File: config.mk
export PLATFORM = sky130hd
export DESIGN_NAME = asrv32_alu_mdu
export DESIGN_NICKNAME = d
export VERILOG_FILES = /design/src/rtl/asrv32_alu_mdu.sv
export SDC_FILE = /design/constraint.sdc
export NUM_CORES = 2
export LEC_CHECK = 0
export CAP_MARGIN = 10
export CORE_MARGIN = 5
export CORE_UTILIZATION = 27
export DETAILED_ROUTE_END_ITERATION = 10
export PLACE_DENSITY = 0.41
export SLEW_MARGIN = 25
export SYNTH_ARGS = -nofsm -noshare
export SYNTH_HDL_FRONTEND = slang
export SYNTH_SLANG_ARGS = --single-unit
export TNS_END_PERCENT = 1
File: constraint.sdc
create_clock -name i_clk -period 6.1 [get_ports i_clk]
set_input_delay 0.915 -clock i_clk [delete_from_list [all_inputs] [get_ports i_clk]]
set_output_delay 0.915 -clock i_clk [all_outputs]
set_load 0.01 [all_outputs]
File: src/rtl/asrv32_alu_mdu.sv
// Execute unit: one-hot RV32I ALU ops plus RV32M multiply/divide behind a valid/ready handshake.
// Base ops and MUL (MUL_LATENCY=1) finish in one cycle; DIV/REM run a 1-bit/cycle restoring divider.
module asrv32_alu_mdu #(
    parameter int XLEN        = 32,
    parameter int MUL_LATENCY = 1,
    parameter int ALU_WIDTH   = 14
) (
    input  logic                 i_clk,
    input  logic                 i_rst_n,
    input  logic                 i_valid,
    output logic                 o_ready,
    input  logic [ALU_WIDTH-1:0] i_alu,
    input  logic                 i_mdu_en,
    input  logic [2:0]           i_funct3,
    input  logic [XLEN-1:0]      i_op1,
    input  logic [XLEN-1:0]      i_op2,
    input  logic                 i_flush,
    output logic                 o_valid,
    output logic [XLEN-1:0]      o_result
);
    localparam int A_ADD = 0, A_SUB = 1, A_SLT = 2, A_SLTU = 3, A_XOR = 4, A_OR = 5, A_AND = 6;
    localparam int A_SLL = 7, A_SRL = 8, A_SRA = 9, A_EQ = 10, A_NEQ = 11, A_GE = 12, A_GEU = 13;
    localparam int SHW = $clog2(XLEN);
    localparam int CW  = $clog2(XLEN) + 1;
    localparam logic [XLEN-1:0] SMIN = XLEN'(1) << (XLEN - 1);

    typedef enum logic [1:0] {IDLE, MUL2, DIV, FIX} state_t;
    state_t state;

    assign o_ready = (state == IDLE);

    logic [XLEN-1:0] alu_res;
    logic [SHW-1:0]  shamt;
    assign shamt = i_op2[SHW-1:0];

    always_comb begin
        alu_res = '0;
        if      (i_alu[A_ADD])  alu_res = i_op1 + i_op2;
        else if (i_alu[A_SUB])  alu_res = i_op1 - i_op2;
        else if (i_alu[A_SLT])  alu_res = XLEN'($signed(i_op1) < $signed(i_op2));
        else if (i_alu[A_SLTU]) alu_res = XLEN'(i_op1 < i_op2);
        else if (i_alu[A_XOR])  alu_res = i_op1 ^ i_op2;
        else if (i_alu[A_OR])   alu_res = i_op1 | i_op2;
        else if (i_alu[A_AND])  alu_res = i_op1 & i_op2;
        else if (i_alu[A_SLL])  alu_res = i_op1 << shamt;
        else if (i_alu[A_SRL])  alu_res = i_op1 >> shamt;
        else if (i_alu[A_SRA])  alu_res = $signed(i_op1) >>> shamt;
        else if (i_alu[A_EQ])   alu_res = XLEN'(i_op1 == i_op2);
        else if (i_alu[A_NEQ])  alu_res = XLEN'(i_op1 != i_op2);
        else if (i_alu[A_GE])   alu_res = XLEN'($signed(i_op1) >= $signed(i_op2));
        else if (i_alu[A_GEU])  alu_res = XLEN'(i_op1 >= i_op2);
    end

    // One signed (XLEN+1)x(XLEN+1) multiply covers all four variants; the extra bit selects signedness.
    logic                     mul_s1, mul_s2;
    logic signed [XLEN:0]     mul_a, mul_b;
    logic signed [2*XLEN-1:0] mul_p;
    logic [XLEN-1:0]          mul_res, mul_q;
    assign mul_s1  = (i_funct3[1:0] == 2'd1) || (i_funct3[1:0] == 2'd2);
    assign mul_s2  = (i_funct3[1:0] == 2'd1);
    assign mul_a   = {mul_s1 & i_op1[XLEN-1], i_op1};
    assign mul_b   = {mul_s2 & i_op2[XLEN-1], i_op2};
    assign mul_p   = (2*XLEN)'(mul_a) * (2*XLEN)'(mul_b);
    assign mul_res = (i_funct3[1:0] == 2'd0) ? mul_p[XLEN-1:0] : mul_p[2*XLEN-1:XLEN];

    logic            div_signed, div_is_rem, div_zero, div_ovf, op1_neg, op2_neg;
    logic [XLEN-1:0] op1_mag, op2_mag, div_spec;
    assign div_signed = ~i_funct3[0];
    assign div_is_rem = i_funct3[1];
    assign div_zero   = (i_op2 == '0);
    assign div_ovf    = div_signed && (i_op1 == SMIN) && (&i_op2);
    assign op1_neg    = div_signed & i_op1[XLEN-1];
    assign op2_neg    = div_signed & i_op2[XLEN-1];
    assign op1_mag    = op1_neg ? -i_op1 : i_op1;
    assign op2_mag    = op2_neg ? -i_op2 : i_op2;
    assign div_spec   = div_zero ? (div_is_rem ? i_op1 : '1) : (div_is_rem ? '0 : i_op1);

    logic [XLEN-1:0] div_rem, div_quo, div_dsr, fix_res;
    logic [CW-1:0]   div_cnt;
    logic            neg_q, neg_r, rem_sel;
    logic [XLEN:0]   rem_sh, diff;
    assign rem_sh  = {div_rem, div_quo[XLEN-1]};
    assign diff    = rem_sh - {1'b0, div_dsr};
    assign fix_res = rem_sel ? (neg_r ? -div_rem : div_rem) : (neg_q ? -div_quo : div_quo);

    always_ff @(posedge i_clk or negedge i_rst_n) begin
        if (!i_rst_n) begin
            state    <= IDLE;
            o_valid  <= 1'b0;
            o_result <= '0;
            mul_q    <= '0;
            div_rem  <= '0;
            div_quo  <= '0;
            div_dsr  <= '0;
            div_cnt  <= '0;
            neg_q    <= 1'b0;
            neg_r    <= 1'b0;
            rem_sel  <= 1'b0;
        end else begin
            o_valid <= 1'b0;
            if (i_flush) begin
                state <= IDLE;
            end else begin
                case (state)
                    IDLE: if (i_valid) begin
                        if (!i_mdu_en) begin
                            o_result <= alu_res;
                            o_valid  <= 1'b1;
                        end else if (!i_funct3[2]) begin
                            if (MUL_LATENCY == 1) begin
                                o_result <= mul_res;
                                o_valid  <= 1'b1;
                            end else begin
                                mul_q <= mul_res;
                                state <= MUL2;
                            end
                        end else if (div_zero || div_ovf) begin
                            o_result <= div_spec;
                            o_valid  <= 1'b1;
                        end else begin
                            div_quo <= op1_mag;
                            div_rem <= '0;
                            div_dsr <= op2_mag;
                            div_cnt <= CW'(XLEN);
                            neg_q   <= op1_neg ^ op2_neg;
                            neg_r   <= op1_neg;
                            rem_sel <= div_is_rem;
                            state   <= DIV;
                        end
                    end
                    MUL2: begin
                        o_result <= mul_q;
                        o_valid  <= 1'b1;
                        state    <= IDLE;
                    end
                    DIV: begin
                        // Restoring step: keep the trial difference only when it did not borrow.
                        if (!diff[XLEN]) begin
                            div_rem <= diff[XLEN-1:0];
                            div_quo <= {div_quo[XLEN-2:0], 1'b1};
                        end else begin
                            div_rem <= rem_sh[XLEN-1:0];
                            div_quo <= {div_quo[XLEN-2:0], 1'b0};
                        end
                        div_cnt <= div_cnt - CW'(1);
                        if (div_cnt == CW'(1)) state <= FIX;
                    end
                    FIX: begin
                        o_result <= fix_res;
                        o_valid  <= 1'b1;
                        state    <= IDLE;
                    end
                endcase
            end
        end
    end
endmodule
==> flow_summary_export.csv <==
group,metric,value,unit
synth,syn_area_per_cell,8.29,sq um
worst_setup_path,worstSetupStartpointType,"input port",
clock_tree,cts_tree,"yes",
clock_tree,clkTransAtPathRegs,0.08,ns
clock_tree,htreeDepth,4,
floorplanning,fp.dieH,472,um
detailed_routing,drt-pass1-iter-count,6,
floorplanning,std_cell_rows,169,
worst_setup_path,cp-startpoint,"i_funct3[0]",
final_layout,fin_nets,9293,
final_layout,layout_commonest_cell,"inv_1",
clock_tree,cts_buffers,17,
sta,worst_slew_pin_slew,1.09,ns
job,max-cap-violations,0,
sta,hold_violations,0,
synth,synth_edf_count,0,
final_layout,drive_gt1_share,18.8,%
worst_setup_path,slowest_delay,0.64,ns
grt,grt_pass1_wl,434000,um
detailed_routing,routedWlPerCell,28.9,um
synth,yosysTopAreaCell,"fa_1",
place,gp_congestion,0.992,
synth,ys_seq_area_share,6.07,%
worst_setup_path,cpMostUsedCell,"fa_1",
sta,finalSetupViolations,32,
floorplanning,dieArea,0.223,sq mm
worst_setup_path,critPathCaptureType,"flop",
worst_setup_path,crit_type,"in2reg",
detailed_routing,wirelength,306000,um
synth,netlist_top_cells_area,"fa_1 39%, inv_1 8.7%, ha_1 7.6%",
clock_tree,cts_buffer_depth,2,
sta,finalSetupTns,-69.06,ns
sta,period_share,139,%
grt,grt_overflow_total,0,
grt,grt_max_degree,99,
synth,syn_inst,6967,
sta,finalMaxSlewViolations,0,
clock_tree,clock_sinks,140,
final_layout,mostFrequentLayoutCells,"1324 x inv_1, 1117 x fa_1, 1038 x nand2_1",
sta,setup_slack,-2.36,ns
synth,synth-async-reset-ratio,100,%
floorplanning,ioPinCount,120,
place,post-dp-hpwl,262000,um
worst_setup_path,slowest_stage,"fa_2",
worst_setup_path,cp_num_buf_inv,12,
sta,rsz0062_at_grt,"true",
detailed_routing,remaining_drc_errors,0,
worst_setup_path,arrival,8.81,ns
final_layout,syn2layout_area_growth,23.8,%
floorplanning,die-width,472,um
worst_setup_path,cp_top_family,"adder cells",
outcome,violations,"negative setup slack",
worst_hold_path,hold_class,"in2async",
clock_tree,clockRootBuffer,"clkbuf_16",
sta,fin_skew,0.0156,ns
place,numPortBuffers,119,
detailed_routing,dr_total_vias,53900,
outcome,status,"complete, but fails checks",
synth,synth_area,0.0578,sq mm
grt,grt_pass1_vias,56500,
sta,fmax,118,MHz
synth,syn_nets,8531,
floorplanning,core-area,0.213,sq mm
synth,post-synth-top-area-fraction,39.1,%
floorplanning,start_util,27.2,%
detailed_routing,viasPerCell,5.10,
synth,ys_ff_latch,140,
detailed_routing,ant_nets,0,
grt,grt_util_all_layers,27.1,%
worst_setup_path,crit_fanout,6,
sta,fin_crit,8.46,ns
synth,synth_warnings,0,
detailed_routing,drt_iter0_drc,4823,
synth,ys.flop_type,"dfrtp_1",
clock_tree,holdBufCountCts,0,
worst_setup_path,timing.rr.start,"div_quo[31]$_DFFE_PN0P_",
synth,ys_types,96,
grt,antenna_found_initial,28,
worst_setup_path,cp_data_required_time,6.45,ns
sta,slew_headroom,27.4,%
clock_tree,clk_latency,0.46,ns
Yosys cell counts (27+ instances only):
library cell     n
o21bai_1        33
nor3_1          55
mux4_2          66
a21o_1          54
o211ai_1        45
nor2_1         548
and3_1          36
a21oi_1        305
ha_1           350
xnor2_1        176
nand2_1       1040
o31ai_1         57
clkbuf_1       325
nand4_1         37
buf_1           89
a211oi_1        48
fa_1          1128
xor2_1          56
inv_1         1345
nor2b_1         27
dfrtp_1        140
buf_2           30
nand2b_1        29
mux2i_1         72
nand3_1         60
a31oi_1         39
or3_1           28
o21ai_0        297
state kept, by name (all words and copies together), names as in the netlist:
signal and cells:
state 2, div_dsr 32, neg_r 1, div_cnt 6
div_quo 32, o_result 32, neg_q 1, rem_sel 1
div_rem 32, o_valid 1
metrics by stage:
step | area [sq um] | worst slack [ns] | util, % | hold slack [ns] | instances
after floorplan | 58200 | -2.31 | - | 0.454 | 6967
after global placement | 69700 | -3.49 | 32.8 | 0.475 | 10500
after detailed placement | 69700 | -3.57 | 32.8 | 0.484 | 10500
after CTS | 71300 | -2.27 | 33.5 | 0.499 | 10600
after global routing | 71500 | -2.54 | 33.6 | 0.516 | 10600
final | 71500 | -2.36 | 33.7 | 0.474 | 10600
final timing paths:
kind / endpoint / slack (ns) / cells past startpoint
worst max-delay path: o_result[12]$_DFFE_PN0P_ / -2.36 / 33
worst min-delay path: div_rem[6]$_DFFE_PN0P_ / 0.47 / 1
worst max register to register: div_rem[4]$_DFFE_PN0P_ / 1.56 / 16
worst min register to register: div_dsr[0]$_DFFE_PN0P_ / 0.50 / 2
max in group asynchronous: div_cnt[0]$_DFFE_PN0P_ / 4.31 / 2
min in group i_clk: div_dsr[0]$_DFFE_PN0P_ / 0.50 / 2
cell families (layout without fill, tap and decap cells):
kind of cell	Yosys count	after routing	share of synthesized area (%)
AO/OA/AOI/OAI	1174	1174	13.1
other	0	11	0
flip-flops	140	140	6.07
XOR/XNOR	232	232	3.52
AND/OR/NAND/NOR	1959	1959	14.4
adder cells (fa/ha/maj)	1478	1478	46.7
multiplexers	158	158	4.21
buffers and inverters	1826	2601	12.0
metal layers:
layer / GRT usage, % / up-vias / wire length (um)
li1: - / 23500 / -
met1: 37.1 / 28000 / 133000
met2: 42.5 / 2012 / 136000
met3: 4.79 / 422 / 21800
met4: 11.0 / 8 / 15600
met5: 0 / - / 55
area by class of cell:
cell class | instances | area [sq um]
multi-input cells | 5001 | 48100
clock buffers | 18 | 429
fillers | 22600 | 141000
well taps | 2821 | 3530
repair buffers | 1196 | 10600
inverters | 1373 | 5210
flip-flops and latches | 140 | 3510
diodes | 11 | 27.5
clock inverters | 14 | 144
repair_timing:
item	4_1_cts	5_1_grt
pin swaps	85	16
setup buffers	38	0
resized for setup	185	36
gates cloned	1	1
setup endpoints to repair	32	32
Power is not shown: default switching activity piles up to over one toggle a cycle in this logic, so the estimate is an artifact.
